==> src/rtl/mcn_req_buffer_pkg.sv <==
// Shared definitions for the MAU-to-MCN request buffer: FSM state encodings
// and read/write direction constants.
package mcn_req_buffer_pkg;

    typedef enum logic [1:0] {
        IDLE  = 2'd0,
        ISSUE = 2'd1,
        RESP  = 2'd2
    } state_e;

    localparam logic RW_READ  = 1'b0;
    localparam logic RW_WRITE = 1'b1;

endpackage

==> src/rtl/mcn_req_buffer_req_fifo.sv <==
// Request queue for mcn_req_buffer: circular storage with wrap-around
// pointers, occupancy count and full/empty flags.
module req_fifo #(
    parameter int DEPTH = 4,
    parameter int W     = 42
) (
    input  logic                     clk,
    input  logic                     rst_n,
    input  logic                     push_i,
    input  logic                     pop_i,
    input  logic [W-1:0]             wdata_i,
    output logic [W-1:0]             rdata_o,
    output logic [$clog2(DEPTH):0]   count_o,
    output logic                     full_o,
    output logic                     empty_o
);

    localparam int PW = $clog2(DEPTH);
    localparam logic [PW-1:0] PTR_ONE  = PW'(1);
    localparam logic [PW:0]   CNT_ONE  = (PW+1)'(1);
    localparam logic [PW:0]   CNT_FULL = (PW+1)'(DEPTH);

    logic [W-1:0]  mem_q [DEPTH];
    logic [PW-1:0] wptr_q, wptr_d;
    logic [PW-1:0] rptr_q, rptr_d;
    logic [PW:0]   count_q, count_d;
    logic          push_ok, pop_ok;

    // Guards keep the count inside 0..DEPTH even if a caller misbehaves.
    assign push_ok = push_i && (count_q != CNT_FULL);
    assign pop_ok  = pop_i && (count_q != '0);

    always_comb begin
        wptr_d  = push_ok ? wptr_q + PTR_ONE : wptr_q;
        rptr_d  = pop_ok  ? rptr_q + PTR_ONE : rptr_q;
        count_d = count_q;
        case ({push_ok, pop_ok})
            2'b10:   count_d = count_q + CNT_ONE;
            2'b01:   count_d = count_q - CNT_ONE;
            default: count_d = count_q;
        endcase
    end

    always_ff @(posedge clk or negedge rst_n) begin
        if (!rst_n) begin
            wptr_q  <= '0;
            rptr_q  <= '0;
            count_q <= '0;
        end else begin
            wptr_q  <= wptr_d;
            rptr_q  <= rptr_d;
            count_q <= count_d;
        end
    end

    always_ff @(posedge clk) begin
        if (push_ok) begin
            mem_q[wptr_q] <= wdata_i;
        end
    end

    assign rdata_o = mem_q[rptr_q];
    assign count_o = count_q;
    assign full_o  = (count_q == CNT_FULL);
    assign empty_o = (count_q == '0);

endmodule

==> src/rtl/mcn_req_buffer.sv <==
// Buffers MAU requests and issues them to the MCN one at a time, in order,
// returning read data to the MAU.
module mcn_req_buffer
    import mcn_req_buffer_pkg::*;
#(
    parameter int DEPTH = 4,
    parameter int AW    = 9,
    parameter int DW    = 32
) (
    input  logic                   clk,
    input  logic                   reset,
    input  logic                   reqMAU,
    input  logic                   rwMAU,
    input  logic [AW-1:0]          addrMAU,
    input  logic [DW-1:0]          dinMAU,
    output logic                   ackMAU,
    output logic [DW-1:0]          rdataMAU,
    output logic                   rvalidMAU,
    output logic                   reqMCN,
    output logic                   rwMCN,
    output logic [AW-1:0]          addrMCN,
    output logic [DW-1:0]          doutMCN,
    input  logic                   ackMCN,
    input  logic [DW-1:0]          rdataMCN,
    input  logic                   halt,
    output logic [$clog2(DEPTH):0] count,
    output logic                   full,
    output logic                   empty
);

    localparam int EW = 1 + AW + DW;

    state_e          state_q, state_d;
    logic            ack_q;
    logic            req_q, req_d;
    logic            rw_q, rw_d;
    logic [AW-1:0]   addr_q, addr_d;
    logic [DW-1:0]   dout_q, dout_d;
    logic            rvalid_q, rvalid_d;
    logic [DW-1:0]   rdata_q, rdata_d;
    logic [EW-1:0]   head;
    logic            cap, pop;

    // The ack cycle blocks capture so a still-held reqMAU is not taken twice.
    assign cap = reqMAU && !full && !ack_q;

    req_fifo #(
        .DEPTH (DEPTH),
        .W     (EW)
    ) u_fifo (
        .clk     (clk),
        .rst_n   (reset),
        .push_i  (cap),
        .pop_i   (pop),
        .wdata_i ({rwMAU, addrMAU, dinMAU}),
        .rdata_o (head),
        .count_o (count),
        .full_o  (full),
        .empty_o (empty)
    );

    always_comb begin
        state_d  = state_q;
        req_d    = req_q;
        rw_d     = rw_q;
        addr_d   = addr_q;
        dout_d   = dout_q;
        rvalid_d = 1'b0;
        rdata_d  = rdata_q;
        pop      = 1'b0;
        case (state_q)
            IDLE: begin
                if (!empty && !halt) begin
                    state_d                = ISSUE;
                    req_d                  = 1'b1;
                    {rw_d, addr_d, dout_d} = head;
                end
            end
            ISSUE: begin
                if (ackMCN) begin
                    pop     = 1'b1;
                    state_d = RESP;
                    req_d   = 1'b0;
                    if (rw_q == RW_READ) begin
                        rvalid_d = 1'b1;
                        rdata_d  = rdataMCN;
                    end
                end
            end
            RESP: begin
                state_d = IDLE;
            end
            default: begin
                state_d = IDLE;
                req_d   = 1'b0;
            end
        endcase
    end

    always_ff @(posedge clk or negedge reset) begin
        if (!reset) begin
            state_q  <= IDLE;
            ack_q    <= 1'b0;
            req_q    <= 1'b0;
            rw_q     <= 1'b0;
            addr_q   <= '0;
            dout_q   <= '0;
            rvalid_q <= 1'b0;
            rdata_q  <= '0;
        end else begin
            state_q  <= state_d;
            ack_q    <= cap;
            req_q    <= req_d;
            rw_q     <= rw_d;
            addr_q   <= addr_d;
            dout_q   <= dout_d;
            rvalid_q <= rvalid_d;
            rdata_q  <= rdata_d;
        end
    end

    assign ackMAU    = ack_q;
    assign reqMCN    = req_q;
    assign rwMCN     = rw_q;
    assign addrMCN   = addr_q;
    assign doutMCN   = dout_q;
    assign rvalidMAU = rvalid_q;
    assign rdataMAU  = rdata_q;

endmodule

==> config.mk <==
export PLATFORM = sky130hd
export DESIGN_NAME = mcn_req_buffer
export DESIGN_NICKNAME = d
export VERILOG_FILES = /design/src/rtl/mcn_req_buffer_pkg.sv /design/src/rtl/mcn_req_buffer_req_fifo.sv /design/src/rtl/mcn_req_buffer.sv
export SDC_FILE = /design/constraint.sdc
export NUM_CORES = 1
export LEC_CHECK = 0
export CORE_ASPECT_RATIO = 1.4
export CORE_MARGIN = 4
export CORE_UTILIZATION = 55
export CTS_CLUSTER_DIAMETER = 60
export CTS_CLUSTER_SIZE = 30
export DETAILED_ROUTE_END_ITERATION = 6
export DONT_BUFFER_PORTS = 1
export PLACE_DENSITY = 0.7
export SYNTH_ARGS = -nofsm -noshare
export SYNTH_HDL_FRONTEND = slang
export SYNTH_SLANG_ARGS = --single-unit
==> constraint.sdc <==
create_clock -name clk -period 4.8 [get_ports clk]
set_input_delay 0.72 -clock clk [delete_from_list [all_inputs] [get_ports clk]]
set_output_delay 0.72 -clock clk [all_outputs]
set_load 0.005 [all_outputs]
# After elaboration in Yosys (flattened, before gate mapping)
# Memories as Yosys holds them, arrays and structs flattened. A register that Yosys moved wholly into a read port is not among the register bits.
# Cells that the tools add are included.
[totals] register_bits=44 n_memories=1 elab_cells=55 out_inout_bits=82 input_bits=79 ramBits=168
[op_classes] n_reduce_logical=18 n_eq_ne=8 n_addsub=4 n_bitwise=2 n_mux=14
[memory_table] name="u_fifo.mem_q" depth=4 width=42 read_ports=1 rd_ports_with_merged_regs=1 wr=1 line_no="mcn_req_buffer_req_fifo.sv:23" source="logic [W-1:0] mem_q [DEPTH];"
[ops] operator="$mux 1" count=9
[ops] operator="$pmux 3 s2" count=1
[ops] operator="$reduce_and 3->1" count=2
[ops] operator="$logic_and 1x1->1" count=5
[ops] operator="$logic_not 1->1" count=5
[ops] operator="$add 2x1->2 const B" count=2
[ops] operator="$eq 2x1->1 const B" count=2
[ops] operator="$eq 2x2->1 const B" count=2
[ops] operator="$mux 2" count=2
[ops] operator="$ne 2x2->1 const B" count=2
[ops] operator="$pmux 2 s2" count=1
[ops] operator="$reduce_and 2->1" count=2
[ops] operator="$add 3x1->3 const B" count=1
[ops] operator="$eq 3x3->1 const B" count=1
[ops] operator="$logic_not 3->1" count=1
[ops] operator="$ne 3x3->1 const B" count=1
[ops] operator="$pmux 1 s3" count=1
[ops] operator="$reduce_bool 3->1" count=1
[ops] operator="$sub 3x1->3 const B" count=1
[ops] operator="$logic_not 2->1" count=1
[ops] operator="$not 1->1" count=2
[ops] operator="$reduce_bool 2->1" count=1

# Depth between registers and ports, before layout
[logic_depth] word_depth=7 depth_mapped=9

# Modules after synthesis
# Synthesis repeated with hierarchy kept, for this count alone.
[unflattened] hier_cells=431 area_unflattened_um2=9481.6
[modules_own_cells] mod="req_fifo" area_per_inst_um2=6476.2 seq_area_each_um2=5220.0 cells_each=258 instances=1
[modules_own_cells] mod="mcn_req_buffer" area_per_inst_um2=3005.4 seq_area_each_um2=1976.9 cells_each=173 instances=1

# Worst setup path before layout
# OpenSTA, ideal clock, no wires.
[synth_path] path_kind="input-to-reg" from="input port reqMAU" to="memory u_fifo.mem_q[0][0], enable pin" path_slack_ns=2.269 required_ns=4.397 path_buffers=0 path_stages=2 arrival_ns=2.128 path_cell_list="nor3b_2 -> and2_1"
[synth_between] elab_chain_len=5
[synth_rtl] item="start: declaration" line_no="mcn_req_buffer.sv:12" source="input logic reqMAU,"
[synth_rtl] item="$logic_and 1x1->1 (2 in series)" line_no="mcn_req_buffer.sv:45" source="assign cap = reqMAU && !full && !ack_q;"
[synth_rtl] item="$logic_and 1x1->1" line_no="mcn_req_buffer_req_fifo.sv:30" source="assign push_ok = push_i && (count_q != CNT_FULL);"
[synth_rtl] item="$mux 1" line_no="mcn_req_buffer_req_fifo.sv:57" source="if (push_ok) begin"
[synth_rtl] item="$mux 1 (implied by the code)" line_no="mcn_req_buffer_req_fifo.sv:58" source="mem_q[wptr_q] <= wdata_i;"
[synth_rtl] item="end: declaration" line_no="mcn_req_buffer_req_fifo.sv:23"
# Every way passes these cells.

# Worst setup path after layout
[layout_path] from="register u_fifo.count_q[2] (netlist: u_fifo.count_o[2])" to="memory u_fifo.mem_q[3][1], enable pin"
[layout_between] elab_chain_len=7 word_cells_on_any_way=8
[layout_rtl] item="start: declaration" line_no="mcn_req_buffer_req_fifo.sv:26" source="logic [PW:0] count_q, count_d;"
[layout_rtl] item="start signal: assignment" line_no="mcn_req_buffer_req_fifo.sv:52" source="count_q <= count_d;"
[layout_rtl] item="$eq 3x3->1" line_no="mcn_req_buffer_req_fifo.sv:64" source="assign full_o = (count_q == CNT_FULL);"
[layout_rtl] item="named net full" line_no="mcn_req_buffer.sv:27" source="output logic full,"
[layout_rtl] item="$logic_not 1->1" line_no="mcn_req_buffer.sv:45"
[layout_rtl] item="$logic_and 1x1->1 (2 in series)" line_no="mcn_req_buffer.sv:45"
[layout_rtl] item="named net cap" line_no="mcn_req_buffer.sv:42" source="logic cap, pop;"
[layout_rtl] item="$logic_and 1x1->1" line_no="mcn_req_buffer_req_fifo.sv:30"
[layout_rtl] item="$mux 1" line_no="mcn_req_buffer_req_fifo.sv:57"
[layout_rtl] item="$mux 1 (implied by the code)" line_no="mcn_req_buffer_req_fifo.sv:58"
# The timed path passes the listed nets, and every way through them passes these cells.

==> run summary <==
area grow syn2layout = 7.19%
CP arrival = 2.60 ns
Routed WL = 15900 um
GRT Residual Overflow = 0
Synth cell types = 25
skew final = 0.0224 ns
Routability Congestion = 0.708
DR pass1 iterations = 4
Slew @ Worst Pin = 1.15 ns
FP Rows = 56
initial antenna violation count = 0
startpoint types = flip-flop
CTS Buffer Depth = 3
Final WS setup = 2.28 ns
layout cell share with drive strength beyond 1 = 0.349
Die X-Extent = 119 um
number of clock sinks = 254
Data required, critical path = 4.88 ns
setup bufs post-CTS = 0
Seq/Total Area, Yosys = 0.752
Worst-path clk slew = 0.11 ns
Initial DRC Count = 292
CTS resizes = 0
CP max FO = 42
worst min path class = input port to async pin
syn avg cell area = 22.4 um^2
first-pass GRT wire length = 25000 um
FF/Latch Area = 7200 um^2
Starting Density = 0.566
fmax = 397 MHz
unrepaired setup endpoints after global routing = false
HPWL Detailed = 10100 um
Post-Syn Area = 9570 um^2
area of the multi-input gates = 2200 um^2
largest vdd supply drop = 0.000433 V
IO Pins = 161
endpoints failing hold = 0
H-tree depth = 1
Die H = 164 um
wire per inst = 23.9 um
post-synth net total = 512
status = finished clean
Leak = 0.00371 uW
Gate Count Post-Synth = 427
pre-CTS setup slack = 2.17 ns
top-area cell type share of the netlist area = 0.527
endpoints failing setup = 0
die area = 19600 um^2
# DRC = 0
drt via density = 5.78
fill count = 1168
synth top area cells = edfxtp_1 (53%), dfrtp_1 (22%), mux4_2 (9.9%)
fin. max-slew vios = 0
Final Net Count = 512
relative slew slack = 0.231
synth warn = 0
# diodes = 0
core area = 16900 um^2
vias in the first global route = 4295
synthesis-stage register bit count = 254
post-synth top area cell = edfxtp_1
Setup TNS = 0 ns
via count = 3854
CTS tree = yes
post-route ant nets = 0
worst-skew pair later-pin latency = 0.48 ns
I/O Buffers = 0
reg2reg path depth = 3
fin crit period = 2.52 ns
Crit Path Category = flip-flop to flip-flop
maxcap violations = 0
largest net degree at the start of global routing = 87
CP endpoint kind = flip-flop
TritonCTS Buffers = 14
post-cts hold buffer count = 1
gr usage total = 0.168
fin crit share = 0.524
Root Driver = clkbuf_16
PwrDens = 616 nW/um^2
Tot Pwr = 6320 uW
worst hold margin = 0.136 ns
## routing by layer
layer / track usage / wire, um / vias to the layer above
met5: 0 / 0 / -
met1: 0.196 / 5960 / 2010
met4: 0.0433 / 280 / 0
li1: - / - / 1672
met2: 0.306 / 8450 / 152
met3: 0.0475 / 1240 / 20
## worst max-delay path, stage by stage, from the launching register on
cell and delay (ns):
dfrtp_1 0.44, nor3b_1 0.20, nor3b_2 0.45, and2_2 1.01
## final timing paths
path,endpoint,slack [ns],from
worst max-delay path,u_fifo.mem_q[3][1],2.28,u_fifo.count_o[2]
worst min-delay path,addrMCN[7],0.14,reset
worst max register to register,u_fifo.mem_q[3][1],2.28,u_fifo.count_o[2]
worst min register to register,rdataMAU[21],0.55,rdataMAU[21]
max in group asynchronous,doutMCN[21],4.33,reset
min in group clk,u_fifo.mem_q[3][29],0.32,dinMAU[29]
## area by class of cell
cell class,instances,area share
multi-input cells,148,0.215
repair buffers,2,0.00342
well taps,232,0.0283
inverters,7,0.00256
clock buffers,17,0.0394
flip-flops and latches,254,0.702
clock inverters,7,0.00915
## cell usage in the layout, fill, tap and decap left out, drive strengths merged, types with 2 or more instances in the layout
master and instances:
edfxtp 168, dfrtp 86, mux2 75, mux4 42, clkbuf 17, inv 10
ha 5, and2 4, xor2 4, clkinv 4, nor2 3, nor3b 3
xnor2 2, o21ai 2, nand2 2, buf 2
## cells by family after synthesis
family / share of synthesized area
XOR/XNOR: 0.00549
buffers and inverters: 0.0186
multiplexers: 0.203
adder cells (fa/ha/maj): 0.00863
flip-flops: 0.752
AND/OR/NAND/NOR: 0.0107
AO/OA/AOI/OAI: 0.00105
## where the power goes
group | switching [uW] | total [uW] | internal (uW)
logic | 522 | 1450 | 931
clock network | 708 | 1350 | 641
registers | 543 | 3520 | 2970
total | 1770 | 6320 | 4540
## synthesized netlist by cell type (all sizes together)
library cell,instances
buf,14
mux2i,1
mux4,42
nor3,1
nand3b,1
nor3b,3
clkbuf,4
nor2,3
xnor2,2
ha,5
fa,1
o21ai,2
dfrtp,86
inv,7
or4,1
edfxtp,168
mux2,75
nand2,2
xor2,4
and2,4
nand2b,1
## flip-flops by register name (all words and copies together), names as in the netlist
signal / count
ackMAU: 1
addrMCN: 9
doutMCN: 32
rdataMAU: 32
reqMCN: 1
rvalidMAU: 1
rwMCN: 1
state_q: 2
u_fifo.count_o: 3
u_fifo.mem_q: 168
u_fifo.rptr_q: 2
u_fifo.wptr_q: 2
## through the flow
| step | util | area (um^2) | cells |
|---|---|---|---|
| 2_1_floorplan | - | 9570 | 427 |
| 3_3_place_gp | 0.576 | 9730 | 642 |
| 3_5_place_dp | 0.576 | 9730 | 642 |
| 4_1_cts | 0.607 | 10300 | 667 |
| 5_1_grt | 0.607 | 10300 | 667 |
| 6_report | 0.607 | 10300 | 667 |
Power figures use the tool's default switching activity.
